<file path="src/rtl/sum_diff_decoder_pkg.sv">
// Shared constants and helpers for the sum/difference decoder datapath.
// Latency: n/a (package: parameters and constant functions only).
// Backpressure: n/a.
package sum_diff_decoder_pkg;

  localparam int FFT_WIDTH  = 32;
  localparam int FFT_POINTS = 16;

  // Largest signed value of a width-bit word, held in the low width bits (width <= 64).
  function automatic logic [63:0] sat_max(input int width);
    return (64'd1 << (width - 1)) - 64'd1;
  endfunction

  // Most negative signed value of a width-bit word, held in the low width bits.
  function automatic logic [63:0] sat_min(input int width);
    return 64'd1 << (width - 1);
  endfunction

  // A (WIDTH+1)-bit result fits in WIDTH bits only when its top two bits agree.
  // When they differ, the top bit gives the true sign: 0 = positive overflow.
  function automatic logic ext_ovf(input logic ext_top, input logic ext_msb);
    return ext_top ^ ext_msb;
  endfunction

endpackage

</file>
<file path="src/rtl/sum_diff_decoder_sat.sv">
// Narrows a (WIDTH+1)-bit signed result to WIDTH bits, either clamping or wrapping, and flags overflow.
// Latency: combinational, 0 cycles.
// Backpressure: none; this block is pure logic.
module sat_round_width
  import sum_diff_decoder_pkg::*;
#(
  parameter int WIDTH    = FFT_WIDTH,
  parameter bit SATURATE = 1'b1
) (
  input  logic [WIDTH:0]   ext,
  output logic [WIDTH-1:0] res,
  output logic             ovf
);

  localparam logic [63:0]      MAX64 = sat_max(WIDTH);
  localparam logic [63:0]      MIN64 = sat_min(WIDTH);
  localparam logic [WIDTH-1:0] MAX_V = MAX64[WIDTH-1:0];
  localparam logic [WIDTH-1:0] MIN_V = MIN64[WIDTH-1:0];

  // Detect overflow; clamp toward the true sign, or keep the low WIDTH bits when wrapping.
  always_comb begin
    ovf = ext_ovf(ext[WIDTH], ext[WIDTH-1]);
    res = ext[WIDTH-1:0];
    if (ovf && SATURATE) begin
      res = ext[WIDTH] ? MIN_V : MAX_V;
    end
  end

endmodule

</file>
<file path="src/rtl/sum_diff_decoder.sv">
// Rebuilds a=s+d, b=s-d from halved sum/difference pairs, with overflow flags and frame-end tagging.
// Latency: 2 cycles from an input transfer to m_valid; 1 pair per cycle sustained.
// Backpressure: s_ready = ~v1 | ~m_valid | m_ready (combinational from m_ready, no skid buffer).
module sum_diff_decoder
  import sum_diff_decoder_pkg::*;
#(
  parameter int WIDTH     = FFT_WIDTH,
  parameter int FRAME_LEN = FFT_POINTS,
  parameter bit SATURATE  = 1'b1
) (
  input  logic             clk,
  input  logic             rst_n,
  input  logic             s_valid,
  output logic             s_ready,
  input  logic [WIDTH-1:0] s_sum,
  input  logic [WIDTH-1:0] s_diff,
  output logic             m_valid,
  input  logic             m_ready,
  output logic [WIDTH-1:0] m_a,
  output logic [WIDTH-1:0] m_b,
  output logic             m_last,
  output logic             m_ovf,
  output logic             ovf_sticky,
  input  logic             clr_ovf
);

  localparam int            CW       = $clog2(FRAME_LEN);
  localparam logic [CW-1:0] CNT_LAST = CW'(FRAME_LEN - 1);

  // Stage 1: widened sum/difference, not yet narrowed.
  logic             v1_q, v1_d;
  logic [WIDTH:0]   sum1_q, sum1_d;
  logic [WIDTH:0]   diff1_q, diff1_d;
  logic             last1_q, last1_d;
  logic [CW-1:0]    frame_cnt_q, frame_cnt_d;

  // Stage 2: the output register.
  logic             m_valid_q, m_valid_d;
  logic [WIDTH-1:0] m_a_q, m_a_d;
  logic [WIDTH-1:0] m_b_q, m_b_d;
  logic             m_last_q, m_last_d;
  logic             m_ovf_q, m_ovf_d;
  logic             ovf_sticky_q, ovf_sticky_d;

  logic             in_xfer, out_xfer, adv2;
  logic [WIDTH-1:0] sat_a, sat_b;
  logic             ovf_a, ovf_b;

  sat_round_width #(.WIDTH(WIDTH), .SATURATE(SATURATE)) u_sat_a (
    .ext (sum1_q),
    .res (sat_a),
    .ovf (ovf_a)
  );

  sat_round_width #(.WIDTH(WIDTH), .SATURATE(SATURATE)) u_sat_b (
    .ext (diff1_q),
    .res (sat_b),
    .ovf (ovf_b)
  );

  // Handshakes, stage advance and next-state for both stages, the frame counter and the sticky flag.
  always_comb begin
    s_ready      = ~v1_q | ~m_valid_q | m_ready;
    in_xfer      = s_valid & s_ready;
    out_xfer     = m_valid_q & m_ready;
    adv2         = v1_q & (~m_valid_q | m_ready);

    v1_d         = v1_q;
    sum1_d       = sum1_q;
    diff1_d      = diff1_q;
    last1_d      = last1_q;
    frame_cnt_d  = frame_cnt_q;
    m_valid_d    = m_valid_q;
    m_a_d        = m_a_q;
    m_b_d        = m_b_q;
    m_last_d     = m_last_q;
    m_ovf_d      = m_ovf_q;

    if (in_xfer) begin
      v1_d        = 1'b1;
      sum1_d      = {s_sum[WIDTH-1], s_sum} + {s_diff[WIDTH-1], s_diff};
      diff1_d     = {s_sum[WIDTH-1], s_sum} - {s_diff[WIDTH-1], s_diff};
      last1_d     = (frame_cnt_q == CNT_LAST);
      frame_cnt_d = (frame_cnt_q == CNT_LAST) ? '0 : frame_cnt_q + 1'b1;
    end else if (adv2) begin
      v1_d        = 1'b0;
    end

    if (adv2) begin
      m_valid_d = 1'b1;
      m_a_d     = sat_a;
      m_b_d     = sat_b;
      m_last_d  = last1_q;
      m_ovf_d   = ovf_a | ovf_b;
    end else if (out_xfer) begin
      m_valid_d = 1'b0;
    end

    // A new overflow leaving the block outranks a clear in the same cycle.
    ovf_sticky_d = (ovf_sticky_q & ~clr_ovf) | (out_xfer & m_ovf_q);
  end

  // Pipeline state; reset empties both stages and restarts the frame.
  always_ff @(posedge clk or negedge rst_n) begin
    if (!rst_n) begin
      v1_q         <= 1'b0;
      sum1_q       <= '0;
      diff1_q      <= '0;
      last1_q      <= 1'b0;
      frame_cnt_q  <= '0;
      m_valid_q    <= 1'b0;
      m_a_q        <= '0;
      m_b_q        <= '0;
      m_last_q     <= 1'b0;
      m_ovf_q      <= 1'b0;
      ovf_sticky_q <= 1'b0;
    end else begin
      v1_q         <= v1_d;
      sum1_q       <= sum1_d;
      diff1_q      <= diff1_d;
      last1_q      <= last1_d;
      frame_cnt_q  <= frame_cnt_d;
      m_valid_q    <= m_valid_d;
      m_a_q        <= m_a_d;
      m_b_q        <= m_b_d;
      m_last_q     <= m_last_d;
      m_ovf_q      <= m_ovf_d;
      ovf_sticky_q <= ovf_sticky_d;
    end
  end

  assign m_valid    = m_valid_q;
  assign m_a        = m_a_q;
  assign m_b        = m_b_q;
  assign m_last     = m_last_q;
  assign m_ovf      = m_ovf_q;
  assign ovf_sticky = ovf_sticky_q;

endmodule

</file>
<file path="config.mk">
export PLATFORM = sky130hd
export DESIGN_NAME = sum_diff_decoder
export DESIGN_NICKNAME = d
export VERILOG_FILES = /design/src/rtl/sum_diff_decoder_pkg.sv /design/src/rtl/sum_diff_decoder_sat.sv /design/src/rtl/sum_diff_decoder.sv
export SDC_FILE = /design/constraint.sdc
export NUM_CORES = 1
export LEC_CHECK = 0
export CORE_UTILIZATION = 45
export CTS_CLUSTER_SIZE = 14
export DETAILED_ROUTE_END_ITERATION = 6
export GPL_TIMING_DRIVEN = 0
export PLACE_DENSITY = 0.79
export SLEW_MARGIN = 0
export SYNTH_ARGS = -nofsm -noshare
export SYNTH_HDL_FRONTEND = slang
export SYNTH_SLANG_ARGS = --single-unit
</file>
<file path="constraint.sdc">
create_clock -name clk -period 2 [get_ports clk]
set_input_delay 0.2 -clock clk [delete_from_list [all_inputs] [get_ports clk]]
set_output_delay 0.2 -clock clk [all_outputs]
set_load 0.02 [all_outputs]
</file>
# After elaboration in Yosys (flattened, before gate mapping)
# Index checks and enable logic that the tools add are counted.
# Widths: inputs -> output; s select.
[word_totals]
output_inout_bits = 69
latch_bits = 0
rom_bits = 0
ff_bits = 140
wordCells = 41
mem_bits_rw = 0
input_bits = 69
n_memories = 0
[op_classes]
magnitude_cmp = 0
mul = 0
n_bitwise = 15
n_eq_ne = 1
reduce_logical = 2
shifts = 0
add_sub_neg = 3
mux = 9
div = 0
[ops]
columns = ["cell", "count"]
rows = [
  ["$mux 32", 4],
  ["$add 32x32->33", 1],
  ["$sub 32x32->33", 1],
  ["$and 1x1->1", 5],
  ["$or 1x1->1", 5],
  ["$add 4x1->4 const B", 1],
  ["$eq 4x4->1 const B", 1],
  ["$mux 1", 4],
  ["$mux 4", 1],
  ["$reduce_bool 2->1", 2],
  ["$not 1->1", 3],
  ["$xor 1x1->1", 2],
]

# Logic depth before layout (Yosys ltp)
# Gate-level depths: netlist of the first run.
[logic_depth]
depth_word = 5
depth_mapped = 12
mapped_depth_nobuf = 12

# By module
# From an unflattened synthesis of the first run, not the netlist that was laid out.
[hier_totals]
cells_unflattened = 1125
area_unflattened_um2 = 9726.8
[by_module_without_submodules]
columns = ["module", "instances", "seq_area_each_um2", "area_per_inst_um2", "cells_per_inst"]
rows = [
  ["sum_diff_decoder", 1, 3478.3, 8958.6, 975],
  ["sat_round_width", 2, 0.0, 384.1, 75],
]

# Worst setup path before layout of the first run
# OpenSTA, ideal clock, no wires.
[synth_timing]
kind = "input-to-reg"
start = "input port s_sum[0]"
end = "register diff1_q[28]"
path_stages = 12
setup_slack_ns = -0.329
required_time_ns = 1.872
setup_time_ns = 0.128
path_buffers = 0
arrival_ns = 2.201
path_cell_list = "inv_1 -> ha_1 -> fa_1 -> nor2b_1 -> o21ai_1 -> a21oi_1 -> o21ai_1 -> o21bai_4 -> a31oi_4 -> o31ai_1 -> mux2i_1 -> nand3_1"
[synth_between]
elab_chain_cells = 1
[synth_rtl]
columns = ["item", "line_no", "source"]
rows = [
  ["start: declaration", "sum_diff_decoder.sv:15", "input logic [WIDTH-1:0] s_sum,"],
  ["$sub 32x32->33", "sum_diff_decoder.sv:82", "diff1_d = {s_sum[WIDTH-1], s_sum} - {s_diff[WIDTH-1], s_diff};"],
  ["end signal: assignment", "sum_diff_decoder.sv:120", "diff1_q <= diff1_d;"],
  ["end: declaration", "sum_diff_decoder.sv:33", "logic [WIDTH:0] diff1_q, diff1_d;"],
]
# Every way passes these cells.
# A chain may end at the register's enable or synchronous reset.

# Worst setup path after layout of the first run
[layout_timing]
start = "input port s_sum[7]"
end = "register diff1_q[31]"
# Same word-level chain as after synthesis.

==> flow_summary.yaml, run 1 <==
outcome:
  run_status: "finished, violations left"
  violations: "setup timing"
floorplan:
  core-area_mm2: 0.0190
  dieArea_mm2: 0.0203
  die_h_um: 142
  num_io_pins: 138
  die-width_um: 142
  initial_core_util_pct: 46.6
  rows: 50
sta:
  finalCritPeriodShare_pct: 112
  fin_worst_skew_ns: 0.00604
  maxSlewHeadroom_pct: 50.6
  worst_pin_slew_ns: 0.741
  setup_violations: 20
  rsz0062_at_grt: "true"
  finalHoldViolations: 0
  fin_crit_ns: 2.23
  slew_viol_final: 0
  timing.final.ws_setup_ns: -0.233
  fmax_ghz: 0.448
global_route:
  grt.overflow.total: 0
  gr-usage-met1_pct: 36.4
  grtUsageMet3_pct: 5.18
  met2_usage_pct: 46.8
  antenna_found_initial: 0
  grt_max_degree: 72
  grt_pass1_wl_um: 43900
  grtUsageTotal_pct: 27.9
  grt-busiest-layer: "met2"
  grt_pass1_vias: 8643
place:
  io_buffers: 137
  dp.final_hpwl_um: 19600
  dp_slack_ns: -1.37
  gp_congestion: 0.888
yosys:
  syn-num-nets: 1198
  ys_ff_latch: 139
  yosys-top-cells-area: "dfrtp_1 39%, ha_1 9.7%, a21oi_1 6.9%, nand2_1 6.8%, o21ai_0 6.7%"
  ys.flop_type: "dfrtp_1"
  synth_area_mm2: 0.00886
  synth_edf_count: 0
  yosysUniqueCellTypes: 68
  async_flop_share_pct: 100
  syn_area_per_cell_um2: 8.38
  yosys.area.top_type: "dfrtp_1"
  ys_seq_area_share_pct: 39.2
  yosys_warnings: 0
  synth_top_area_share_pct: 39.2
  syn_inst: 1058
clocking:
  cts_num_sinks: 139
  clkLatencyLatePin_ns: 0.42
  cts_max_level: 4
  numCtsBuffers: 17
  cts_tree: "done"
  cts_root_buffer: "clkbuf_16"
  clockBufferDepth: 2
  clk_pin_slew_ns: 0.06
cells_and_area:
  mostFrequentLayoutCells: "151 x nand2_1, 139 x dfrtp_1, 108 x buf_4"
  layout_commonest_cell: "nand2_1"
  register_area_mm2: 0.00348
  area_growth_pct: 52.9
  drive_gt1_share_pct: 32.7
  final_util_pct: 71.3
  fillers: 1362
  multiInputGateArea_mm2: 0.00623
  antenna_cells: 0
  nets: 1459
routing:
  firstDrtPassIters: 5
  initialDrtViolationCount: 1057
  wl_um: 30400
  post_drt_wl_per_cell_um: 19.1
  vias_per_cell: 5.84
  drc: 0
  ant_nets: 0
  vias: 9298
critical_path:
  path_max_fanout: 4
  worstSetupPathType: "input port to flop"
  critPathRequiredTime_ns: 2.28
  arrival_ns: 2.52
  critPathLaunchType: "input port"
  end_kind: "flop"
min_path:
  hold_path_class: "input port to flop"
pwr:
  max-vdd-ir-drop_mv: 0.692
  p_per_area_mw_per_mm2: 1000
  totalPowerFinal_mw: 13.6
  leakagePower_nw: 5.89
flow_run:
  maxCapViolCount: 0
-- power by group --
group	switching (mW)	total (mW)	internal, mW	leakage (nW)
combinational	3.43	6.16	2.73	3.90
sequential	0.606	4.32	3.71	1.72
clock	1.24	3.11	1.87	0.272
-- path summary, 6_finish.rpt --
check | startpoint | end | slack, ns | cells past startpoint
hold reg to reg | m_b[31] | m_b[31] | 0.48 | 2
min in group asynchronous | rst_n | ovf_sticky | 0.35 | 2
hold / removal | s_diff[0] | diff1_q[0] | 0.12 | 3
max in group asynchronous | rst_n | m_b[4] | 0.88 | 3
setup / recovery | s_sum[7] | diff1_q[31] | -0.23 | 12
setup reg to reg | v1_q | diff1_q[28] | 0.04 | 7
-- Yosys cell counts, types with 2 or more instances --
cell type  number
a211oi_1        5
a21bo_2         2
a21o_1         12
a21oi_1       123
a221oi_1        2
a31oi_1         9
a41oi_1         3
and2_1          6
and3_1          3
buf_2           9
buf_4           3
clkbuf_1       55
dfrtp_1       139
fa_1            2
ha_1           69
inv_1          60
inv_2           6
nand2_1       160
nand2b_1        7
nand3_1        18
nand3b_1        2
nand4_1         7
nor2_1         51
nor2b_1         7
nor3_1         11
nor3b_1         2
nor4_1          9
o2111ai_1       3
o211ai_1        2
o21ai_0       119
o21ai_1        39
o21ai_2         2
o21bai_1        6
o31a_1          3
o31ai_1        12
xnor2_1        53
xor2_1          6
-- stage by stage --
step | instance area, um^2 | setup TNS [ns] | std cells | hold slack, ns
finish | 13600 | -2.22 | 1592 | 0.123
global route | 13600 | -3.84 | 1592 | 0.125
CTS | 12800 | -1.35 | 1561 | 0.117
detailed placement | 11000 | -60.91 | 1456 | 0.246
global placement | 11000 | -697.23 | 1455 | 0.457
floorplan | 9290 | -1.67 | 1058 | -0.0956
-- cell families (layout without fill, tap and decap cells) --
logic type / count (synthesis) / in the layout / synth area share, %
adder cells (fa/ha/maj): 71 / 71 / 10.2
buffers and inverters: 134 / 408 / 5.93
multiplexers: 2 / 2 / 0.240
AO/OA/AOI/OAI: 367 / 367 / 24.6
AND/OR/NAND/NOR: 286 / 286 / 14.0
XOR/XNOR: 59 / 59 / 5.83
flip-flops: 139 / 139 / 39.2
-- layer usage --
layer	wire, um	share of wire [%]
met1	12100	40
met2	14900	49
met3	2360	7.8
met4	959	3.2
met5	0	0
-- cell type report --
cell class / instances / share of cell area [%]
Buffer: 52 / 2.22
Clock buffer: 19 / 3.27
Clock inverter: 13 / 1.05
Inverter: 67 / 2.45
Multi-Input combinational cell: 785 / 45.9
Sequential cell: 139 / 25.7
Tap cell: 260 / 2.40
Timing Repair Buffer: 257 / 17.0
-- flip-flops by register name, summed over array words and instances, names as in the netlist, 4 cells and up --
signal and cells:
m_b 32, frame_cnt_q 4, sum1_q 32, diff1_q 33, m_a 32
-- timing repair --
item / CTS / global route
buffers inserted: 84 / 36
gates resized for setup: 270 / 171
endpoints found under the setup margin: 88 / 109
endpoints found under the hold margin: 68 / 0
hold buffers: 1 / 0
pin swaps: 88 / 96
-- worst max-delay path: stages --
cell	delay, ns
buf_2	0.12
ha_4	0.28
a21oi_4	0.18
a21boi_2	0.21
o21ai_2	0.09
a221oi_4	0.35
buf_6	0.17
a31oi_4	0.10
a21o_1	0.24
a211oi_2	0.24
xor2_1	0.23
o21ai_1	0.10
No activity file was read; power rests on OpenSTA's default activity.
==> run 2: changes to the inputs <==
- GPL_ROUTABILITY_DRIVEN: unset -> 0
- RECOVER_POWER: unset -> 100
==> run 2 against run 1 <==
Compared with the run above: total power is 1.1% lower; critical path depth is 1 higher; final cell count stayed put; design area is 0.43% higher; critical endpoint is now diff1_q[28]; the flow finishes with violations (capacitance limit, slew limit, setup timing); clock skew is 0.0014 ns higher; largest power group unchanged; sequential cell count stayed put; first-iteration DRC count is 46% higher; combinational power hardly changed; routed wire length is 15% higher; via count is 7.3% higher; setup slack worse by 0.14 ns; register-to-register slack worse by 0.16 ns.
==> flow_summary.yaml, run 2 (synthesis results as in run 1) <==
sta:
  slew_viol_final: 68
  fin_worst_skew_ns: 0.00743
  maxSlewHeadroom_pct: -1.57
  worst_pin_slew_ns: 1.52
  fin_crit_ns: 2.37
  holdWs_ns: 0.148
  final.setup.tns_ns: -6.18
  rsz0062_at_grt: "true"
  setup_violations: 40
  finalCritPeriodShare_pct: 119
  finalHoldViolations: 0
  fmax_ghz: 0.421
  timing.final.ws_setup_ns: -0.375
outcome:
  violations: "capacitance limit, slew limit, setup timing"
  run_status: "finished, violations left"
cells_and_area:
  mostFrequentLayoutCells: "150 x nand2_1, 139 x dfrtp_1, 106 x o21ai_0, 106 x buf_4, 95 x a21oi_1"
  fillers: 1238
  antenna_cells: 0
  nets: 1459
  layout_commonest_cell: "nand2_1"
  area_growth_pct: 53.6
  fin_cells: 1592
  multiInputGateArea_mm2: 0.00630
  largest_register_ff_count: 33
  regMostFlops: "diff1_q"
  register_area_mm2: 0.00348
  drive_gt1_share_pct: 32.3
routing:
  firstDrtPassIters: 6
  drc: 0
  post_drt_wl_per_cell_um: 22.0
  initialDrtViolationCount: 1541
  vias_per_cell: 6.27
  ant_nets: 0
  vias: 9977
  wl_um: 35100
critical_path:
  crit_slowest_cell: "o31ai_4"
  ff2ff_setup_slack_ns: -0.12
  path_max_fanout: 4
  path_cells: "buf_12, inv_12, ha_4, fa_2, nor2b_2, o21ai_2, a21oi_2, o21ai_2, o21bai_4, a31oi_4, o31ai_4, mux2i_1, nand3_1"
  worstSetupPathType: "input port to flop"
  cp_top_family: "compound AO/OA/AOI/OAI gates"
  r2r-start: "sum1_q[32]"
  critPathBufInv: 2
  crit_top_cell: "o21ai_2"
  critPathRequiredTime_ns: 2.30
  arrival_ns: 2.68
  rr_endpoint: "m_a[7]"
  critPathLaunchType: "input port"
  crit_path_max_incr_delay_ns: 0.39
  end_kind: "flop"
  worstRegToRegCells: 6
clocking:
  clockBufferDepth: 2
  numCtsBuffers: 17
  clkLatencyLatePin_ns: 0.43
  cts_tree: "done"
  clk_pin_slew_ns: 0.05
  cts_max_level: 4
  cts_root_buffer: "clkbuf_16"
  cts_num_sinks: 139
pwr:
  p_per_area_mw_per_mm2: 987
  max-vdd-ir-drop_mv: 0.714
  leakagePower_nw: 5.98
min_path:
  worstHoldEndpoint: "diff1_q[0]"
  worstHoldStart: "s_diff[0]"
  min_path_cells: 3
  hold_path_class: "input port to flop"
global_route:
  grt_max_degree: 73
  grt.overflow.total: 0
  grt_pass1_wl_um: 45800
  grtUsageTotal_pct: 29.1
  antenna_found_initial: 2
  grt_pass1_vias: 9004
place:
  io_buffers: 137
  placedCellCount: 1456
  dp.final_hpwl_um: 19300
floorplan:
  die_h_um: 142
  dieArea_mm2: 0.0203
  num_io_pins: 138
  core-area_mm2: 0.0190
  initial_core_util_pct: 46.6
  die-width_um: 142
  rows: 50
flow_run:
  maxCapViolCount: 1
[run 2: cell types whose count changed in the layout (fill, tap and decap cells not counted), sizes merged, moves of 2 or more]
cell,change
clkbuf,+5
clkdlybuf4s50,-69
clkinvlp,-2
dlygate4sd3,+69
inv,-2
[run 2: how the worst max path moves through the flow]
stage | depth (start not counted) | from | end
global route | 13 | s_sum[0] | diff1_q[28]
detailed placement | 13 | s_sum[0] | diff1_q[28]
CTS | 13 | s_sum[0] | diff1_q[30]
global placement | 1 | rst_n | m_a[7]
floorplan | 11 | s_diff[6] | diff1_q[25]
finish | 13 | s_sum[0] | diff1_q[28]
[run 2: per-stage QoR]
step,worst slack [ns],power (mW),cell area [um^2],utilization [%]
2_1_floorplan,-0.190,7.18,9290,-
3_3_place_gp,-4.55,9.27,11000,57.7
3_5_place_dp,-1.34,9.43,11000,57.9
4_1_cts,-0.181,12.9,12700,67.0
5_1_grt,-0.372,14.0,13600,71.6
6_report,-0.375,13.4,13600,71.6
[run 2: routing by layer]
| layer | GRT usage [%] | vias up | wire length [um] |
|---|---|---|---|
| met3 | 5.65 | 285 | 3660 |
| met4 | 15.2 | 0 | 2750 |
| met5 | 0 | - | 0 |
| met1 | 35.8 | 4676 | 12500 |
| li1 | - | 4180 | - |
| met2 | 48.3 | 836 | 16100 |
[run 2: area by class of cell]
class / count / share of cell area (%)
well taps: 260 / 2.39
clock inverters: 7 / 0.478
multi-input cells: 785 / 46.3
flip-flops and latches: 139 / 25.6
clock buffers: 25 / 3.57
plain buffers: 51 / 2.18
repair buffers: 258 / 17.0
inverters: 67 / 2.52
[run 2: what timing repair did]
action | in CTS | in global routing
endpoints found under the hold margin | 67 | 0
endpoints found under the setup margin | 70 | 100
hold buffers | 1 | 0
setup buffers | 78 | 44
gates resized for setup | 268 | 190
pin swaps | 91 | 87
[run 2: worst min-delay path, stage by stage]
cell and delay [ns]:
buf_6 0.09, ha_4 0.13, o21ai_0 0.09
[run 2: where the power goes]
group	leakage, nW	internal [mW]	switching, mW	total, mW
sequential	1.72	3.71	0.620	4.33
clock	0.267	1.80	1.15	2.95
combinational	4.00	2.53	3.62	6.15
